--- config.mk ---
export PLATFORM = sky130hd
export DESIGN_NAME = fifo_rd_stream_adapter
export DESIGN_NICKNAME = d
export VERILOG_FILES = /design/src/rtl/fifo_rd_stream_adapter.sv
export SDC_FILE = /design/constraint.sdc
export NUM_CORES = 1
export LEC_CHECK = 0
export CELL_PAD_IN_SITES_DETAIL_PLACEMENT = 1
export CELL_PAD_IN_SITES_GLOBAL_PLACEMENT = 2
export CORE_MARGIN = 1
export CORE_UTILIZATION = 29
export DETAILED_ROUTE_END_ITERATION = 10
export PLACE_DENSITY_LB_ADDON = 0.1
export SLEW_MARGIN = 5
export SYNTH_ARGS = -nofsm -noshare
export SYNTH_HDL_FRONTEND = slang
export SYNTH_SLANG_ARGS = --single-unit
--- constraint.sdc ---
create_clock -name i_Clk -period 2.7 [get_ports i_Clk]
set_input_delay 0.81 -clock i_Clk [delete_from_list [all_inputs] [get_ports i_Clk]]
set_output_delay 0.81 -clock i_Clk [all_outputs]
set_load 0.02 [all_outputs]
--- src/rtl/fifo_rd_stream_adapter.sv ---
// Drains a FIFO read port into a valid/ready stream through a small skid buffer.
// Optional o_Last packet marker: define FIFO_RD_STREAM_LAST_EN.
module fifo_rd_stream_adapter #(
  parameter int unsigned WIDTH      = 8,
  parameter int unsigned RD_LATENCY = 1,
  parameter int unsigned BUF_DEPTH  = RD_LATENCY + 1,
  parameter int unsigned PKT_LEN    = 16
) (
  input  logic             i_Clk,
  input  logic             i_Rst_L,
  input  logic             i_Enable,
  output logic             o_Fifo_Rd_En,
  input  logic [WIDTH-1:0] i_Fifo_Rd_Data,
  input  logic             i_Fifo_Empty,
  output logic             o_DV,
  output logic [WIDTH-1:0] o_Data,
  input  logic             i_Ready,
`ifdef FIFO_RD_STREAM_LAST_EN
  output logic             o_Last,
`endif
  output logic             o_Busy
);

  localparam int unsigned OccW = $clog2(BUF_DEPTH) + 1;
  localparam int unsigned PtrW = (BUF_DEPTH > 1) ? $clog2(BUF_DEPTH) : 1;
  localparam int unsigned SumW = OccW + 1;

  if (RD_LATENCY == 0 || RD_LATENCY > 3 || BUF_DEPTH < RD_LATENCY + 1 || PKT_LEN == 0)
  begin : g_param_chk
    $error("fifo_rd_stream_adapter: illegal parameter combination");
  end

  logic [OccW-1:0]       r_Occ;
  logic [PtrW-1:0]       r_Wr_Ptr;
  logic [PtrW-1:0]       r_Rd_Ptr;
  logic [RD_LATENCY-1:0] r_Pipe;
  logic [WIDTH-1:0]      r_Buf [BUF_DEPTH];

  logic            w_Pop;
  logic            w_Capture;
  logic [SumW-1:0] w_Inflight;
  logic            w_Room;

  function automatic logic [PtrW-1:0] f_next_ptr(input logic [PtrW-1:0] p);
    return (p == PtrW'(BUF_DEPTH - 1)) ? '0 : p + 1'b1;
  endfunction

  assign w_Pop     = o_DV & i_Ready;
  assign w_Capture = r_Pipe[RD_LATENCY-1];

  // Every pipe bit (including the one landing now) is a word that still needs a slot.
  always_comb begin
    w_Inflight = '0;
    for (int i = 0; i < int'(RD_LATENCY); i++) begin
      w_Inflight = w_Inflight + SumW'(r_Pipe[i]);
    end
  end

  assign w_Room = (SumW'(r_Occ) + w_Inflight - SumW'(w_Pop)) < SumW'(BUF_DEPTH);

  // Issue is decided and driven in the same clock: the empty flag is then exact, and a
  // BUF_DEPTH of RD_LATENCY+1 still sustains one word per clock.
  assign o_Fifo_Rd_En = i_Rst_L & i_Enable & ~i_Fifo_Empty & w_Room;

  always_ff @(posedge i_Clk or negedge i_Rst_L) begin
    if (!i_Rst_L) begin
      r_Occ    <= '0;
      r_Wr_Ptr <= '0;
      r_Rd_Ptr <= '0;
      r_Pipe   <= '0;
      for (int i = 0; i < int'(BUF_DEPTH); i++) begin
        r_Buf[i] <= '0;
      end
    end else begin
      r_Pipe <= (r_Pipe << 1) | RD_LATENCY'(o_Fifo_Rd_En);
      if (w_Capture) begin
        r_Buf[r_Wr_Ptr] <= i_Fifo_Rd_Data;
        r_Wr_Ptr        <= f_next_ptr(r_Wr_Ptr);
      end
      if (w_Pop) begin
        r_Rd_Ptr <= f_next_ptr(r_Rd_Ptr);
      end
      case ({w_Capture, w_Pop})
        2'b10:   r_Occ <= r_Occ + 1'b1;
        2'b01:   r_Occ <= r_Occ - 1'b1;
        default: r_Occ <= r_Occ;
      endcase
    end
  end

  assign o_DV   = (r_Occ != '0);
  assign o_Data = r_Buf[r_Rd_Ptr];
  assign o_Busy = (r_Occ != '0) | (r_Pipe != '0) | o_Fifo_Rd_En;

`ifdef FIFO_RD_STREAM_LAST_EN
  localparam int unsigned CntW = (PKT_LEN > 1) ? $clog2(PKT_LEN) : 1;

  logic [CntW-1:0] r_Beat;

  always_ff @(posedge i_Clk or negedge i_Rst_L) begin
    if (!i_Rst_L) begin
      r_Beat <= '0;
    end else if (w_Pop) begin
      r_Beat <= (r_Beat == CntW'(PKT_LEN - 1)) ? '0 : r_Beat + 1'b1;
    end
  end

  assign o_Last = o_DV & (r_Beat == CntW'(PKT_LEN - 1));
`else
`endif

`ifndef SYNTHESIS
  always @(posedge i_Clk) begin
    if (i_Rst_L && w_Capture && !w_Pop && (r_Occ == OccW'(BUF_DEPTH))) begin
      $error("fifo_rd_stream_adapter: skid buffer overflow");
    end
  end
`endif

endmodule

==> impl_metrics.py <==
metrics = {
    "grt": {
        "grt.met2_usage_pct": 21.0,
        "grt_most_used_layer": "met2",
        "pin_count_of_the_biggest_net_entering_global_routing": 22,
        "antenna_found_initial": 0,
        "global_route.overflow_total": 0,
        "globalRouteMet1Util_pct": 16.8,
        "met3_track_usage_gr_pct": 4.90,
        "first_pass_grt_wire_length_um": 3370,
        "gr_usage_total_pct": 13.2,
        "grt_pass1_vias": 698,
    },
    "timing": {
        "hold_viol": 0,
        "fin_worst_hold_slack_ns": 0.515,
        "setup_ws_ns": -0.402,
        "layout_worst_path_cycle_share_pct": 115,
        "slew_viols_final": 0,
        "clock-skew-final_ns": 0.00564,
        "rsz0062_at_grt": "true",
        "setup_viol_count_final": 2,
        "finalWorstPathRequiredPeriod_ns": 3.10,
        "worstMarginPinSlew_ns": 0.287,
        "slew_headroom_pct": 80.8,
        "fmaxAchievable_ghz": 0.322,
    },
    "final_layout": {
        "synth_to_layout_area_growth_pct": 39.4,
        "final.fill_count": 366,
        "mostFrequentLayoutCells": "sky130_fd_sc_hd__mux2_2, sky130_fd_sc_hd__clkdlybuf4s50_1, sky130_fd_sc_hd__dfrtp_1",
        "layout-drive-gt1-share_pct": 48.5,
        "nets": 118,
        "layout_commonest_cell": "sky130_fd_sc_hd__mux2_2",
        "n_antenna_cell": 0,
    },
    "synthesis": {
        "netlist_instances": 71,
        "synth_top_family_by_area": "multiplexers",
        "synth_seq_area_share_pct": 52.7,
        "share_of_the_synthesized_netlist_area_taken_by_xor_and_xnor_gates_pct": 3.51,
        "mappedNetlistNets": 85,
        "yosysUniqueCellTypes": 21,
        "area_fraction_in_compound_gates_after_synthesis_pct": 1.00,
        "yosys_warnings": 0,
        "syn_area_sq_um": 997,
        "avg_synthesized_cell_area_sq_um": 14.0,
        "synth_fa_ha_area_share_pct": 2.01,
        "synth_simple_gate_area_share_pct": 8.53,
        "post_synth_mux_area_share_pct": 29.5,
        "synth_seq_cells": 21,
    },
    "setup_path": {
        "endpoint_kind": "output port",
        "worstPathArrival_ns": 2.29,
        "worst_path_dominant_cell_family": "simple AND/OR/NAND/NOR gates",
        "cp_slowest_cell": "sky130_fd_sc_hd__fa_2",
        "worst-path-max-fanout": 3,
        "path_class": "input port to output port",
        "worstSetupStartpointType": "input port",
        "critPathRequiredTime_ns": 1.89,
        "cp_num_buf_inv": 2,
        "worst_path_largest_cell_delay_ns": 0.45,
        "crit_path_cell_trace": "buf_8, nor2b_4, o21ai_2, fa_2, nand4b_1, nor2_4, or3_4, buf_6",
    },
    "floorplanning": {
        "floorplan.initialDensity_pct": 31.6,
        "fp.dieH_um": 60.6,
        "floorplan.rows": 20,
        "die_width_um": 60.6,
        "die_area_sq_mm": 0.00368,
        "floorplan_core_area_sq_mm": 0.00315,
        "top_level_ports": 24,
    },
    "place": {
        "gp_congestion": 0.775,
        "count_of_input_and_output_buffers": 23,
        "dp_slack_ns": -1.23,
        "hpwl_um": 1460,
    },
    "route": {
        "via_per_inst": 4.50,
        "routedWlPerCell_um": 13.9,
        "number_of_drc_violations_after_detailed_routing_iteration_0": 12,
        "vias": 662,
        "drc_errors": 0,
        "finalWirelength_um": 2040,
        "drt-pass1-iter-count": 4,
        "ant_nets": 0,
    },
    "clocking": {
        "clk_pin_slew_worst_paths_ns": 0.12,
        "max-clock-path-buffers": 2,
        "cts_tree": "built",
        "cts.root.buffer_cell": "sky130_fd_sc_hd__clkbuf_4",
        "postCtsHoldBufs": 0,
        "clock-sinks": 21,
        "h-tree-depth": 1,
        "worst_skew_pair.late_latency_ns": 0.31,
        "cts_made_buffers": 3,
    },
    "run": {
        "maxCapViolations": 0,
    },
    "run_status": {
        "run_status": "finished with violations",
        "violations": "setup timing",
    },
    "min_path": {
        "holdCritPathClass": "flip-flop to flip-flop",
    },
    "power_and_ir_drop": {
        "power_density_mw_per_mm2": 982,
        "p_leak_nw": 0.586,
        "vdd.ir_drop.worst_v": 0.000550,
    },
}
[registers in the layout (all words and copies together) (netlist names)]
signal    count
r_Rd_Ptr      1
r_Buf        16
r_Pipe        1
r_Wr_Ptr      1
r_Occ         2
[final timing paths]
path                                  to  slack [ns]  depth (start not counted)  startpoint
worst min-delay path            r_Buf[0]        0.51                          1    r_Buf[0]
min in group asynchronous         r_Pipe        0.89                          2     i_Rst_L
worst min register to register  r_Buf[0]        0.51                          1    r_Buf[0]
worst max register to register    r_Pipe        1.00                          5    r_Occ[1]
max in group asynchronous       r_Rd_Ptr        1.57                          2     i_Rst_L
worst max-delay path              o_Busy       -0.40                          8     i_Ready
[stage by stage]
stage	instance area [sq um]	utilization [%]	power, mW	setup TNS (ns)	cells
3_3_place_gp	1340	42.5	1.21	-2.21	142
3_5_place_dp	1340	42.5	1.22	-2.33	142
6_report	1390	44.1	1.37	-0.743	147
2_1_floorplan	1030	-	0.950	-0.197	71
5_1_grt	1390	44.1	1.46	-0.864	147
4_1_cts	1380	43.9	1.38	-0.747	147
[power breakdown]
group          leakage, nW  total, mW  switching [mW]  internal (mW)
sequential           0.253      0.551          0.0969          0.454
clock               0.0177      0.154          0.0983         0.0553
combinational        0.316      0.661           0.260          0.401
[synthesized netlist by cell type]
cell / n / area share (%)
sky130_fd_sc_hd__nand2b_1: 1 / 0.63
sky130_fd_sc_hd__mux2i_1: 2 / 2.0
sky130_fd_sc_hd__dfrtp_1: 21 / 53
sky130_fd_sc_hd__or2_1: 1 / 0.63
sky130_fd_sc_hd__xnor2_1: 1 / 0.88
sky130_fd_sc_hd__nand2_2: 1 / 0.63
sky130_fd_sc_hd__mux2_4: 1 / 1.5
sky130_fd_sc_hd__o21ai_0: 1 / 0.50
sky130_fd_sc_hd__nor2_1: 2 / 0.75
sky130_fd_sc_hd__fa_1: 1 / 2.0
sky130_fd_sc_hd__and2_1: 1 / 0.63
sky130_fd_sc_hd__xor2_1: 3 / 2.6
sky130_fd_sc_hd__a21oi_1: 1 / 0.50
sky130_fd_sc_hd__nand4b_1: 1 / 0.88
sky130_fd_sc_hd__mux2_2: 23 / 26
sky130_fd_sc_hd__nor2b_4: 1 / 1.4
sky130_fd_sc_hd__nor2b_1: 2 / 1.3
sky130_fd_sc_hd__buf_2: 1 / 0.50
sky130_fd_sc_hd__or3_1: 1 / 0.63
sky130_fd_sc_hd__buf_6: 2 / 2.3
sky130_fd_sc_hd__nand2_1: 3 / 1.1
[cell families after synthesis]
family | Yosys count
AOI/OAI and AO/OA | 2
xor gates and xnor gates | 4
adders and majority gates | 1
buffers and inverters | 3
DFF | 21
muxes | 26
and+or+nand+nor | 14
[cell type report]
cell class | count | area (sq um) | share of cell area [%]
clock buffers | 3 | 22.5 | 1.62
flip-flops and latches | 21 | 527 | 37.9
repair buffers | 31 | 298 | 21.4
clock inverters | 1 | 5.00 | 0.360
well taps | 44 | 55.1 | 3.96
multi-input cells | 47 | 483 | 34.7
[timing repair]
action                     CTS  global route
setup endpoints to repair   10             2
pin swaps                    4             1
setup buffers                1             0
gates resized for setup     19             2
[per-layer routing]
metal / wire length, um / share of wire (%)
met2: 983 / 48
met5: 0 / 0
met1: 945 / 46
met4: 16 / 0.78
met3: 99 / 4.8
Note: power is estimated with default switching activity, not from simulation.
